$ cat config.mk
export PLATFORM = sky130hd
export DESIGN_NAME = uart_ram_programmer
export DESIGN_NICKNAME = d
export VERILOG_FILES = /design/src/rtl/uart_ram_programmer.sv
export SDC_FILE = /design/constraint.sdc
export NUM_CORES = 1
export LEC_CHECK = 0
export BUFFER_PORTS_ARGS = -buffer_cell sky130_fd_sc_hd__buf_2
export CAP_MARGIN = 25
export CORE_ASPECT_RATIO = 0.8
export CORE_MARGIN = 2
export CORE_UTILIZATION = 55
export DETAILED_ROUTE_END_ITERATION = 16
export GPL_TIMING_DRIVEN = 0
export PLACE_DENSITY = 0.76
export SETUP_SLACK_MARGIN = 0.4
export SLEW_MARGIN = 5
export SYNTH_ARGS = -nofsm -noshare
export SYNTH_HDL_FRONTEND = slang
export SYNTH_SLANG_ARGS = --single-unit
$ cat constraint.sdc
create_clock -name clk_i -period 8.5 [get_ports clk_i]
set_input_delay 0 -clock clk_i [delete_from_list [all_inputs] [get_ports clk_i]]
set_output_delay 0 -clock clk_i [all_outputs]
set_load 0.01 [all_outputs]
$ cat src/rtl/uart_ram_programmer.sv
// UART loader: after the magic sequence it holds the system in reset and streams words into RAM.
// Strobe appears one cycle after the 4th byte of each word; the serial input has no backpressure.
module uart_ram_programmer #(
    parameter int                      CLK_FREQ     = 50_000_000,
    parameter int                      BAUD_RATE    = 115200,
    parameter int                      SEQ_LENGTH   = 5,
    parameter logic [8*SEQ_LENGTH-1:0] MAGIC_SEQ    = "CERES",
    parameter int                      BREAK_CYCLES = 1_000_000
) (
    input  logic        clk_i,
    input  logic        rst_ni,
    input  logic        uart_rx_i,
    output logic [31:0] prog_addr_o,
    output logic [31:0] prog_data_o,
    output logic        prog_valid_o,
    output logic        prog_mode_o,
    output logic        system_reset_o
);

    localparam int                DIV        = CLK_FREQ / BAUD_RATE;
    localparam int                CNT_W      = $clog2(DIV + 1);
    localparam logic [CNT_W-1:0]  DIV_LAST   = CNT_W'(DIV - 1);
    localparam logic [CNT_W-1:0]  HALF_LAST  = CNT_W'(DIV / 2 - 1);
    localparam int                IDX_W      = $clog2(SEQ_LENGTH + 1);
    localparam logic [IDX_W-1:0]  IDX_LAST   = IDX_W'(SEQ_LENGTH - 1);
    localparam logic [31:0]       BREAK_LAST = 32'(BREAK_CYCLES - 1);

    typedef enum logic [1:0] {RX_IDLE, RX_START, RX_DATA, RX_STOP} rx_state_t;
    typedef enum logic [1:0] {SYNC, COUNT, DATA} state_t;

    logic             rx_meta, rx_sync, rx_prev;
    rx_state_t        rx_state;
    logic [CNT_W-1:0] baud_cnt;
    logic [2:0]       bit_idx;
    logic [7:0]       rx_shift;
    logic [7:0]       rx_byte;
    logic             rx_byte_vld;

    state_t           state;
    logic [IDX_W-1:0] idx;
    logic [1:0]       byte_cnt;
    logic [31:0]      word_count;
    logic [31:0]      data_sr;
    logic [31:0]      words_done;
    logic [31:0]      addr;
    logic [31:0]      idle_cnt;
    logic             last_q;
    logic [31:0]      count_full;
    logic [31:0]      word_full;

    assign count_full     = {rx_byte, word_count[31:8]};
    assign word_full      = {rx_byte, data_sr[31:8]};
    assign system_reset_o = prog_mode_o;

    // First magic byte sits in the most significant position (string order).
    function automatic logic [7:0] magic_byte(input logic [IDX_W-1:0] i);
        logic [8*SEQ_LENGTH-1:0] sh;
        sh = MAGIC_SEQ << (8 * i);
        return sh[8*SEQ_LENGTH-1 -: 8];
    endfunction

    always_ff @(posedge clk_i or negedge rst_ni) begin
        if (!rst_ni) begin
            rx_meta     <= 1'b0;
            rx_sync     <= 1'b0;
            rx_prev     <= 1'b0;
            rx_state    <= RX_IDLE;
            baud_cnt    <= '0;
            bit_idx     <= '0;
            rx_shift    <= '0;
            rx_byte     <= '0;
            rx_byte_vld <= 1'b0;
        end else begin
            rx_meta     <= uart_rx_i;
            rx_sync     <= rx_meta;
            rx_prev     <= rx_sync;
            rx_byte_vld <= 1'b0;
            case (rx_state)
                RX_IDLE: begin
                    if (rx_prev && !rx_sync) begin
                        rx_state <= RX_START;
                        baud_cnt <= '0;
                    end
                end
                RX_START: begin
                    // Re-check mid start bit so short glitches are rejected.
                    if (baud_cnt == HALF_LAST) begin
                        baud_cnt <= '0;
                        bit_idx  <= '0;
                        rx_state <= rx_sync ? RX_IDLE : RX_DATA;
                    end else begin
                        baud_cnt <= baud_cnt + 1'b1;
                    end
                end
                RX_DATA: begin
                    if (baud_cnt == DIV_LAST) begin
                        baud_cnt <= '0;
                        rx_shift <= {rx_sync, rx_shift[7:1]};
                        bit_idx  <= bit_idx + 1'b1;
                        if (bit_idx == 3'd7)
                            rx_state <= RX_STOP;
                    end else begin
                        baud_cnt <= baud_cnt + 1'b1;
                    end
                end
                RX_STOP: begin
                    if (baud_cnt == DIV_LAST) begin
                        baud_cnt <= '0;
                        rx_state <= RX_IDLE;
                        if (rx_sync) begin
                            rx_byte     <= rx_shift;
                            rx_byte_vld <= 1'b1;
                        end
                    end else begin
                        baud_cnt <= baud_cnt + 1'b1;
                    end
                end
                default: rx_state <= RX_IDLE;
            endcase
        end
    end

    always_ff @(posedge clk_i or negedge rst_ni) begin
        if (!rst_ni) begin
            state        <= SYNC;
            idx          <= '0;
            byte_cnt     <= '0;
            word_count   <= '0;
            data_sr      <= '0;
            words_done   <= '0;
            addr         <= '0;
            idle_cnt     <= '0;
            last_q       <= 1'b0;
            prog_addr_o  <= '0;
            prog_data_o  <= '0;
            prog_valid_o <= 1'b0;
            prog_mode_o  <= 1'b0;
        end else begin
            prog_valid_o <= 1'b0;
            // Mode drops one cycle after the final strobe of a session.
            if (last_q) begin
                last_q      <= 1'b0;
                prog_mode_o <= 1'b0;
            end
            case (state)
                SYNC: begin
                    if (rx_byte_vld) begin
                        if (rx_byte == magic_byte(idx)) begin
                            if (idx == IDX_LAST) begin
                                state       <= COUNT;
                                idx         <= '0;
                                byte_cnt    <= '0;
                                words_done  <= '0;
                                addr        <= '0;
                                idle_cnt    <= '0;
                                prog_mode_o <= 1'b1;
                            end else begin
                                idx <= idx + 1'b1;
                            end
                        end else begin
                            idx <= (rx_byte == magic_byte('0)) ? IDX_W'(1) : '0;
                        end
                    end
                end
                COUNT: begin
                    if (rx_byte_vld) begin
                        idle_cnt   <= '0;
                        word_count <= count_full;
                        byte_cnt   <= byte_cnt + 1'b1;
                        if (byte_cnt == 2'd3) begin
                            if (count_full == 32'd0) begin
                                state       <= SYNC;
                                prog_mode_o <= 1'b0;
                            end else begin
                                state <= DATA;
                            end
                        end
                    end else if (idle_cnt == BREAK_LAST) begin
                        state       <= SYNC;
                        prog_mode_o <= 1'b0;
                    end else begin
                        idle_cnt <= idle_cnt + 32'd1;
                    end
                end
                DATA: begin
                    if (rx_byte_vld) begin
                        idle_cnt <= '0;
                        data_sr  <= word_full;
                        byte_cnt <= byte_cnt + 1'b1;
                        if (byte_cnt == 2'd3) begin
                            prog_data_o  <= word_full;
                            prog_addr_o  <= addr;
                            prog_valid_o <= 1'b1;
                            addr         <= addr + 32'd1;
                            words_done   <= words_done + 32'd1;
                            if (words_done + 32'd1 == word_count) begin
                                state  <= SYNC;
                                last_q <= 1'b1;
                            end
                        end
                    end else if (idle_cnt == BREAK_LAST) begin
                        state       <= SYNC;
                        prog_mode_o <= 1'b0;
                    end else begin
                        idle_cnt <= idle_cnt + 32'd1;
                    end
                end
                default: state <= SYNC;
            endcase
        end
    end

endmodule

---- Word level (Yosys, flattened, before mapping) ----
Cells that the tools add are included.
storage, ports and cells
  memories kept ........................... 0
  memory bits (read-only) ................. 0
  bits in registers ....................... 268
  word-level logic and storage cells ...... 146
  RAM bits ................................ 0
  output and inout bits ................... 67
  bits in latches ......................... 0
  bits of input ports ..................... 3
operators by class
  muxes and demuxes ....................... 65
  shifts and indexed selects .............. 1
  $lt $le $gt $ge ......................... 0
  add/subtract/negate cells ............... 7
  bitwise operators ....................... 0
  multiply operators ...................... 0
  equal/unequal tests ..................... 29
  div/mod/pow operators ................... 0
  reduce and logical (&&, ||, !) cells .... 22
operators by type and width
  cell                                                                      number
  32-bit two-way mux                                                        9
  32-bit one-hot mux with 2 select lines                                    3
  32-bit by 1-bit adder with 32-bit output (second input constant)          3
  2-bit two-way mux                                                         20
  39-bit by 6-bit left shift with 40-bit output (first input constant)      1
  32-bit by 20-bit equality test with 1-bit output (second input constant)  1
  32-bit equality test                                                      1
  32-bit logical NOT                                                        1
  9-bit two-way mux                                                         3
  9-bit one-hot mux with 3 select lines                                     1
  1-bit two-way mux                                                         20
  2-bit != test (second input constant)                                     10
  5-bit AND reduction                                                       3
  3-bit two-way mux                                                         4
  3-bit != test (second input constant)                                     4
  6-bit AND reduction                                                       2
  9-bit by 1-bit adder with 9-bit output (second input constant)            1
  9-bit by 8-bit equality test with 1-bit output (second input constant)    1
  9-bit equality test (second input constant)                               1
  3-bit AND reduction                                                       3
  2-bit equality test (second input constant)                               4
  8-bit by 7-bit equality test with 1-bit output (second input constant)    1
  8-bit equality test                                                       1
  2-bit one-hot mux with 4 select lines                                     1
  15 further kinds                                                          25

---- Longest topological paths before layout ----
Gate-level depths: netlist (run 1).
  depth in word-level cells ............... 6
  depth in mapped cells ................... 13
  gate-level depth less buffers ........... 11

---- Worst setup path after synthesis (run 1) ----
Ideal clock, no wire load.
  path kind ............................... reg2reg
  from .................................... register idx[0]
  to ...................................... register idle_cnt[28]
  library setup time ...................... 0.078 ns
  cell stages (with the launch flop) ...... 12
  slack ................................... 5.365 ns
  data required time ...................... 8.422 ns
  arrival time ............................ 3.057 ns
  period minus slack after synthesis ...... 3.135 ns
  buffers on the path ..................... 1
  cell sequence ........................... dfrtp_1 inv_1 ha_1 nor2b_2 a2111o_1 a2111oi_4 a41o_2 a21oi_2 or4_1 buf_2 or3_1 a21oi_1
on the way
  cells in the longest elaborated chain, start to end .. 4
  elaborated cells on any way between the ends .. 6
  those cells by class .................... 4 x eq/ne; 1 x shift; 1 x reduce/logical
ends and longest elaborated chain
  item                                           line  source
  from (decl)                                    40    logic [IDX_W-1:0] idx;
  from (signal assigned)                         158   idx <= idx + 1'b1;
  from (signal assigned)                         161   idx <= (rx_byte == magic_byte('0)) ? IDX_W'(1) : '0;
  39-bit by 6-bit left shift with 40-bit output  58    sh = MAGIC_SEQ << (8 * i);
  8-bit equality test                            148   if (rx_byte == magic_byte(idx)) begin
  2-bit != test (no source line)                 n/a
  5-bit AND reduction (no source line) (*)       n/a
  to (signal assigned)                           182   idle_cnt <= idle_cnt + 32'd1;
  to (signal assigned)                           205   idle_cnt <= idle_cnt + 32'd1;
  to (decl)                                      46    logic [31:0] idle_cnt;
Mark *: on every way between the ends. The rest lies on a longest branch, timed or not.
A chain may end at the register's enable or synchronous reset.

---- Worst setup path in the final report (run 1) ----
  from .................................... register words_done[0]
  to ...................................... register state[0]
on the way
  cells in the longest elaborated chain, start to end .. 4
ends and longest elaborated chain
  item                                      line  source
  from (decl)                               44    logic [31:0] words_done;
  from (signal assigned)                    195   words_done <= words_done + 32'd1;
  32-bit by 1-bit adder with 32-bit output  196   if (words_done + 32'd1 == word_count) begin
  32-bit equality test                      196
  3-bit != test (no source line)            n/a
  6-bit AND reduction (no source line)      n/a
  to (signal assigned)                      197   state <= SYNC;
  to (signal assigned)                      202   state <= SYNC;
  to (signal assigned)                      208   default: state <= SYNC;
  to (decl)                                 39    state_t state;
Every way passes these cells.

==> results_dict.tcl, run 1 <==
set metrics [dict create \
    finalPower_mw 2.53 \
    seq_area_frac_synth 0.509 \
    hpwl_um 20500 \
    synth_ff_type "dfrtp_1" \
    synthCells 1204 \
    final_common_cell "dfrtp_1" \
    fin_ws_ns 4.66 \
    area_delta_synth_final_pct 13.4 \
    setup-tns-final_ns 0 \
    die-area_mm2 0.0245 \
    die_x_um 174 \
    clock_skew_ns 0.0306 \
    critPathSlowestCell "nor3_1" \
    required_ns 8.98 \
    instances_no_fill 1630 \
    synth_top_area_cell "dfrtp_1" \
    routedWlPerCell_um 18.1 \
    synthDistinctLibCells 60 \
    insertion_delay_ns 0.55 \
    num_antenna_cells 0 \
    synth.top_cell.area_share 0.509 \
    post_cts_buffers 0 \
    finish.utilization 0.641 \
    cts_tree "yes" \
    cp_cell_sequence "ha_1 -> clkbuf_1 -> nand3_1 -> nor3_1 -> nand4_1 -> xnor2_1 -> nor4_1 -> and4_1 -> a31o_1 -> nor3b_1 -> a22o_1" \
    p_leak_nw 6.90 \
    synth.net_count 1223 \
    cts_sinks 260 \
    post-route-period-util 0.452 \
    htreeDepth 1 \
    worstPathArrival_ns 4.32 \
    slowest_delay_ns 0.70 \
    async_flop_share 1.00 \
    drtAntennaViolNets 0 \
    antenna_found_initial 0 \
    whs_ns 0.0244 \
    synth_warnings 0 \
    layout.nets 1325 \
    register_area_mm2 0.00651 \
    clk_pin_slew_ns 0.07 \
    grt_pass1_vias 9317 \
    ys_top_cells_by_area "dfrtp_1 51%, mux2_2 12%, xnor2_1 3.4%" \
    vias 9631 \
    clockBufferDepth 3 \
    die_h_um 140 \
    final_cell_mix "260 x dfrtp_1, 137 x mux2_2, 95 x nand2_1" \
    worstSetupStartpointType "flip-flop" \
    grt_usage 0.246 \
    peakVddDrop_uv 174 \
    max_freq_mhz 261 \
    initial_core_util 0.565 \
    drt_pass1_iterations 5 \
    cp.buffers_inverters 1 \
    crit_fanout 10 \
    dp_cells 1581 \
    globalplace.congestion 0.964 \
    design_area_mm2 0.0145 \
    crit_family "simple AND/OR/NAND/NOR gates" \
    vias_per_cell 5.91 \
    reg2regPathDepth 11 \
    drc_errors 0 \
    coreArea_mm2 0.0226 \
    p_per_area_mw_per_mm2 175 \
    io_pins 70 \
    synthesis.area_mm2 0.0128 \
    nFillCells 1765 \
    dpl_worst_slack_ns 4.76 \
    ys_seq_elements 260 \
    multi_input_area_mm2 0.00593 \
    setup_viol 0 \
    drive_gt1_frac 0.205 \
    status "finished, final reports clean" \
    drt-total-wl_um 29500 \
    grt_max_degree 121 \
    drt_iter0_drc 757 \
    grt-ovfl-total 0 \
    relSlewSlack 0.469 \
    maxCapViolations 0 \
    rows 49 \
    grt_pass1_wl_um 48800 \
    crit_cells 11 \
    root_buffer "clkbuf_16" \
    cts_inserted_buffers 26 \
    synth_edf_count 0 \
    holdCritPathClass "input port to async pin" \
    tightest_slew_ns 0.790 \
    portBuffers 69 \
    grt_setup_unrepaired "no" \
    drv_slew 0 \
    final-hold-violation-count 0 \
    path_class "flip-flop to flip-flop" \
    postPlaceCellArea_mm2 0.0136 \
    fin_crit_ns 3.84 \
    avgSynthCellArea_um2 10.6 \
    end_kind "flip-flop" \
]
## report_power, final
part | internal [mW] | total (mW) | switching, mW
logic | 0.0366 | 0.115 | 0.0782
clock network | 0.682 | 1.16 | 0.477
registers | 1.25 | 1.26 | 0.00965
## metal layers
layer | global-route usage | part of all wire | wire length [um]
met1 | 0.363 | 0.48 | 14100
met4 | 0.0606 | 0.022 | 648
met2 | 0.372 | 0.43 | 12800
met5 | 0 | 0 | 0
met3 | 0.0521 | 0.067 | 1970
## layout make-up
class                           count  area share
Multi-Input combinational cell    856       0.409
Timing Repair Buffer               74      0.0311
Sequential cell                   260       0.449
Inverter                           30     0.00777
Buffer                             58      0.0160
Clock inverter                     12     0.00881
Tap cell                          306      0.0264
Clock buffer                       34      0.0518
## cells in the mapped netlist, drive strengths merged, types with 5 or more instances
master and number:
a21o 10, and2 9, nor4b 6, nor2b 10, o21ai 71, mux2 137, nor2 75, o22ai 6
buf 15, dfrtp 260, a21oi 35, and3 19, clkbuf 43, xor2 43, nand2b 5, nand3 64
nor4 24, or4 5, a22o 26, and4 13, nand4 33, nor3 49, or3 13, o31ai 6
xnor2 50, nand2 95, ha 16, inv 29
## worst paths after layout
kind | startpoint | end | slack, ns
setup reg to reg | words_done[0]$_DFFE_PN0P_ | state[0]$_DFFE_PN0P_ | 4.66
hold reg to reg | rx_meta$_DFF_PN0_ | rx_sync$_DFF_PN0_ | 0.35
hold / removal | rst_ni | words_done[9]$_DFFE_PN0P_ | 0.02
max in group asynchronous | rst_ni | prog_data_o[12]$_DFFE_PN0P_ | 7.89
setup / recovery | words_done[0]$_DFFE_PN0P_ | state[0]$_DFFE_PN0P_ | 4.66
min in group clk_i | uart_rx_i | rx_meta$_DFF_PN0_ | 0.10
## timing repair
| action | 4_1_cts | 5_1_grt |
|---|---|---|
| setup endpoints to repair | 0 | 0 |
| resized for setup | 0 | 0 |
| hold buffers | 3 | 0 |
| hold endpoints to repair | 261 | 0 |
## registers in the layout (all words and copies together) (netlist names), 2 cells and up, named ones only
register,count
addr,32
baud_cnt,9
bit_idx,3
byte_cnt,2
data_sr,24
idle_cnt,32
idx,3
prog_addr_o,32
prog_data_o,32
rx_byte,8
rx_shift,8
state,2
word_count,32
words_done,32
## kinds of logic (layout without fill, tap and decap cells)
family                   count (synthesis)  in the layout  share of synthesized area
AO/OA/AOI/OAI                          177            177                     0.0887
adder cells (fa/ha/maj)                 17             17                     0.0164
XOR/XNOR                                93             93                     0.0637
multiplexers                           141            141                      0.124
flip-flops                             260            260                      0.509
buffers and inverters                   88            208                     0.0269
AND/OR/NAND/NOR                        428            428                      0.171
## worst min-delay path, stage by stage
cell and delay, ns:
dlygate4sd3_1 0.56, buf_8 0.15, buf_12 0.22
Note: power is estimated with default switching activity, not from simulation.
==> run 2: changes to the inputs <==
- clock period: 8.5 -> 3.7 ns (I/O delays scaled with it)
==> run 2 against run 1 <==
Against the previous run:
- non-clock buffer count rose by 8
- wire length increased by 1.3%
- critical path depth fell by 1
- final cell count is 0.49% higher
- sequential power rose by 130%
- flip-flop and latch count stayed put
- power is 130% higher
- highest routed layer unchanged
==> results_dict.tcl, run 2 (synthesis results as in run 1) <==
set metrics [dict create \
    status "finished, final reports clean" \
    num_antenna_cells 0 \
    routedWlPerCell_um 18.2 \
    required_ns 4.15 \
    worstPathArrival_ns 3.65 \
    rr_startpoint "idx[1]$_DFFE_PN0P_" \
    path_class "flip-flop to flip-flop" \
    grt_pass1_wl_um 49200 \
    relSlewSlack 0.461 \
    vias_per_cell 5.90 \
    register_area_mm2 0.00651 \
    slowest_delay_ns 0.47 \
    fin_ws_ns 0.498 \
    drive_gt1_frac 0.237 \
    grt_max_degree 121 \
    final_common_cell "dfrtp_1" \
    post-route-period-util 0.865 \
    top_usage_layer "met2" \
    portBuffers 69 \
    design_area_mm2 0.0147 \
    drtAntennaViolNets 0 \
    holdCritPathClass "input port to async pin" \
    dpl_worst_slack_ns -0.0356 \
    grt_util_met1 0.363 \
    cp.buffers_inverters 2 \
    drt-total-wl_um 29900 \
    use_met3 0.0543 \
    path_common_cell "a21oi_2" \
    drt_iter0_drc 759 \
    layout.nets 1333 \
    fin_crit_ns 3.20 \
    coreArea_mm2 0.0226 \
    peakVddDrop_uv 399 \
    area_delta_synth_final_pct 15.2 \
    drv_slew 0 \
    initial_core_util 0.565 \
    cts_inserted_buffers 26 \
    final-hold-violation-count 0 \
    die-area_mm2 0.0245 \
    met2_usage 0.377 \
    postPlaceCellArea_mm2 0.0136 \
    cts_sinks 260 \
    drc_errors 0 \
    crit_family "compound AO/OA/AOI/OAI gates" \
    vias 9659 \
    p_leak_nw 7.06 \
    io_pins 70 \
    grt_setup_unrepaired "yes" \
    antenna_found_initial 0 \
    finalPower_mw 5.82 \
    multi_input_area_mm2 0.00607 \
    final_cell_mix "259 x dfrtp_1, 137 x mux2_2, 95 x nand2_1" \
    die_x_um 174 \
    critPathSlowestCell "or4_1" \
    crit_fanout 10 \
    globalplace.congestion 0.964 \
    maxCapViolations 0 \
    cts_tree "yes" \
    tightest_slew_ns 0.808 \
    worstSetupStartpointType "flip-flop" \
    setup-tns-final_ns 0 \
    grt_usage 0.248 \
    max_freq_mhz 312 \
    clock_skew_ns 0.0288 \
    nFillCells 1741 \
    setup_viol 0 \
    die_h_um 140 \
    hpwl_um 20500 \
    grt_pass1_vias 9389 \
    clk_pin_slew_ns 0.07 \
    htreeDepth 1 \
    rows 49 \
    startpoint "idx[1]$_DFFE_PN0P_" \
    drt_pass1_iterations 5 \
    clockBufferDepth 3 \
    insertion_delay_ns 0.54 \
    cp_cell_sequence "inv_1 -> ha_1 -> a2111o_1 -> a2111oi_4 -> a41o_2 -> a21oi_2 -> or4_1 -> buf_4 -> or3_1 -> a21oi_2" \
    p_per_area_mw_per_mm2 395 \
    end_kind "flip-flop" \
    grt-ovfl-total 0 \
    root_buffer "clkbuf_16" \
]
run 2: final timing paths:
check,endpoint,slack (ns),depth (start not counted)
setup / recovery,idle_cnt[20]$_DFFE_PN0P_,0.50,10
hold / removal,words_done[9]$_DFFE_PN0P_,0.03,3
setup reg to reg,idle_cnt[20]$_DFFE_PN0P_,0.50,10
hold reg to reg,rx_sync$_DFF_PN0_,0.35,0
max in group asynchronous,prog_data_o[12]$_DFFE_PN0P_,3.09,3
min in group clk_i,rx_meta$_DFF_PN0_,0.10,2
run 2: timing repair:
item	4_1_cts	5_1_grt
hold buffers	3	0
setup buffers	4	4
pin swaps	3	2
resized for setup	28	28
hold endpoints to repair	261	0
setup endpoints to repair	93	80
run 2: worst reg2reg max path: stages (launching register included):
cell and delay, ns:
dfrtp_1 0.42, inv_1 0.06, ha_1 0.26, a2111o_1 0.45, a2111oi_4 0.37, a41o_2 0.31
a21oi_2 0.10, or4_1 0.47, buf_4 0.19, or3_1 0.33, a21oi_2 0.15
run 2: area by class of cell:
cell class                 count  area share
buffer                        58      0.0178
clock buffer                  34      0.0510
clock inverter                12     0.00867
inverter                      30     0.00765
multi-input combinational    856       0.412
sequential                   260       0.442
tap                          306      0.0260
timing repair buffer          82      0.0347
run 2: metal layers:
layer,part of all wire,wire (um),vias up
met5,0,0,-
met2,0.44,13200,283
li1,-,-,4540
met1,0.46,13900,4787
met3,0.073,2170,49
met4,0.021,616,0
run 2: through the flow:
stage,instances,utilization,hold WS [ns]
6_report,1638,0.651,0.0282
5_1_grt,1638,0.651,0.0408
4_1_cts,1634,0.646,0.0253
3_5_place_dp,1581,0.600,-0.0963
3_3_place_gp,1579,0.597,0.110
2_1_floorplan,1204,-,-0.296
run 2: power breakdown:
group | leakage [nW] | total, mW | switching (mW) | internal [mW]
sequential | 3.62 | 2.89 | 0.0221 | 2.87
combinational | 3.00 | 0.264 | 0.180 | 0.0841
clock | 0.439 | 2.66 | 1.10 | 1.57
total | 7.06 | 5.82 | 1.30 | 4.52
==> run 3: changes to the inputs <==
- ABC_AREA: not set -> 1
==> run 3 against run 2 <==
Against the previous run:
- die area up 10%
- maximum frequency up 10%
- combinational power up 5%
- sequential power about the same
- worst hold slack worse by 0.010 ns
- register-to-register slack better by 0.30 ns
- critical path type unchanged
- largest cell class unchanged
- highest routed layer unchanged
==> results_dict.tcl, run 3 <==
set metrics [dict create \
    critPathSlowestCell "nor2_2" \
    setup_viol 0 \
    peakVddDrop_uv 390 \
    routedWlPerCell_um 16.2 \
    die-area_mm2 0.0269 \
    slowest_delay_ns 0.47 \
    root_buffer "clkbuf_16" \
    final_common_cell "nand2_1" \
    dp_cells 2263 \
    clk_pin_slew_ns 0.06 \
    die_x_um 183 \
    reg2regPathDepth 9 \
    worstPathArrival_ns 3.35 \
    ys_top_cells_by_area "dfrtp_1 46%, nand2_1 15%, o21ai_0 7.1%" \
    max_freq_mhz 345 \
    grt_setup_unrepaired "no" \
    post_cts_buffers 0 \
    relSlewSlack 0.521 \
    vias 12800 \
    portBuffers 69 \
    synth.net_count 1887 \
    drt_pass1_iterations 5 \
    synth_edf_count 0 \
    hpwl_um 28100 \
    final-hold-violation-count 0 \
    cp_cell_sequence "inv_1 -> ha_1 -> clkbuf_1 -> nand2_1 -> nor2_2 -> inv_1 -> clkbuf_1 -> clkbuf_1 -> o21ai_0" \
    post-route-period-util 0.783 \
    synth.most_common_cell "nand2_1" \
    avgSynthCellArea_um2 7.54 \
    holdCritPathClass "input port to async pin" \
    insertion_delay_ns 0.55 \
    required_ns 4.15 \
    rows 52 \
    vias_per_cell 5.54 \
    synth_ff_type "dfrtp_1" \
    grt_usage 0.284 \
    synth.top_cell.area_share 0.462 \
    drc_errors 0 \
    p_per_area_mw_per_mm2 384 \
    maxCapViolations 0 \
    area_delta_synth_final_pct 13.0 \
    async_flop_share 1.00 \
    num_antenna_cells 0 \
    postPlaceCellArea_mm2 0.0149 \
    synth_top_area_cell "dfrtp_1" \
    htreeDepth 1 \
    tightest_slew_ns 0.713 \
    clockBufferDepth 3 \
    fin_crit_ns 2.90 \
    worstSetupStartpointType "flip-flop" \
    final_cell_mix "551 x nand2_1, 260 x dfrtp_1, 214 x inv_1" \
    cts_tree "yes" \
    synthesis.area_mm2 0.0141 \
    finalPower_mw 6.11 \
    grt_pass1_wl_um 61600 \
    path_common_cell "clkbuf_1" \
    grt-ovfl-total 0 \
    path_class "flip-flop to flip-flop" \
    ys_seq_elements 260 \
    layout.nets 1990 \
    synth_warnings 0 \
    grt_pass1_vias 12200 \
    antenna_found_initial 0 \
    grt_max_degree 111 \
    synthDistinctLibCells 42 \
    multi_input_area_mm2 0.00645 \
    drtAntennaViolNets 0 \
    globalplace.congestion 1.00 \
    whs_ns 0.0178 \
    drive_gt1_frac 0.103 \
    clock_skew_ns 0.0169 \
    design_area_mm2 0.0159 \
    drt_iter0_drc 1083 \
    drv_slew 0 \
    cts_inserted_buffers 27 \
    status "finished, final reports clean" \
    p_leak_nw 7.08 \
    end_kind "flip-flop" \
    instances_no_fill 2314 \
    cts_sinks 260 \
    seq_area_frac_synth 0.462 \
    die_h_um 147 \
    initial_core_util 0.558 \
    nFillCells 2296 \
    synthCells 1868 \
    crit_fanout 10 \
    io_pins 70 \
    synth_top_cells_by_count "551 x nand2_1, 260 x dfrtp_1, 214 x inv_1" \
    drt-total-wl_um 37600 \
    register_area_mm2 0.00651 \
    coreArea_mm2 0.0252 \
]
## run 3: cell types whose count changed after synthesis, sizes merged, moves of 18 or more
| cell | change |
|---|---|
| a21oi | -22 |
| a22o | -25 |
| and3 | -19 |
| inv | +188 |
| mux2 | -137 |
| nand2 | +471 |
| nand3 | +37 |
| nor2 | +116 |
| nor3 | +18 |
| o21ai | +173 |
| xnor2 | -50 |
| xor2 | +19 |
## run 3: kinds of logic after synthesis
family,Yosys count,synth area share
adder cells (fa/ha/maj),16,0.0142
AND/OR/NAND/NOR,980,0.300
XOR/XNOR,62,0.0385
flip-flops,260,0.462
AO/OA/AOI/OAI,270,0.105
buffers and inverters,280,0.0801
## run 3: repair_timing
action / in CTS / in global routing
hold buffers: 3 / 0
resized for setup: 0 / 0
endpoints found under the hold margin: 161 / 0
## run 3: layout make-up
cell class                      count  share of cell area
Clock buffer                       39              0.0491
Tap cell                          324              0.0255
Sequential cell                   260               0.409
Inverter                          219              0.0517
Timing Repair Buffer               74              0.0288
Buffer                             61              0.0192
Clock inverter                      9              0.0114
Multi-Input combinational cell   1328               0.406
## run 3: power breakdown
part           leakage, nW  internal (mW)  switching, mW  total [mW]
sequential            3.62           2.88         0.0216        2.90
clock                0.471           1.81           1.13        2.94
combinational         2.98         0.0701          0.206       0.276
total                 7.08           4.76           1.36        6.11
## run 3: final timing paths
path	from	slack, ns	to
worst max-delay path	state[0]$_DFFE_PN0P_	0.80	prog_addr_o[23]$_DFFE_PN0P_
worst min register to register	rx_meta$_DFF_PN0_	0.36	rx_sync$_DFF_PN0_
worst max register to register	state[0]$_DFFE_PN0P_	0.80	prog_addr_o[23]$_DFFE_PN0P_
worst min-delay path	rst_ni	0.02	words_done[3]$_DFFE_PN0P_
min in group clk_i	uart_rx_i	0.12	rx_meta$_DFF_PN0_
max in group asynchronous	rst_ni	2.73	baud_cnt[2]$_DFFE_PN0P_
## run 3: worst max-delay path: cells and delay by family (launching register included)
family | cells | cell delay [ns]
AND/OR/NAND/NOR | 2 | 0.71
adder cells (fa/ha/maj) | 1 | 0.14
AO/OA/AOI/OAI | 1 | 0.24
flip-flops | 1 | 0.43
buffers and inverters | 5 | 1.26
## run 3: stage by stage
step                       util  worst slack, ns  TNS (ns)
final                     0.630            0.802         0
after CTS                 0.630            0.779         0
after floorplan               -             1.57         0
after global routing      0.630            0.531         0
after detailed placement  0.590            0.815         0
after global placement    0.588            -2.10   -537.65
## run 3: per-layer routing
layer	GRT usage	wire [um]
met1	0.414	17200
met2	0.442	16700
met3	0.0399	2530
met4	0.0844	1070
met5	0	0
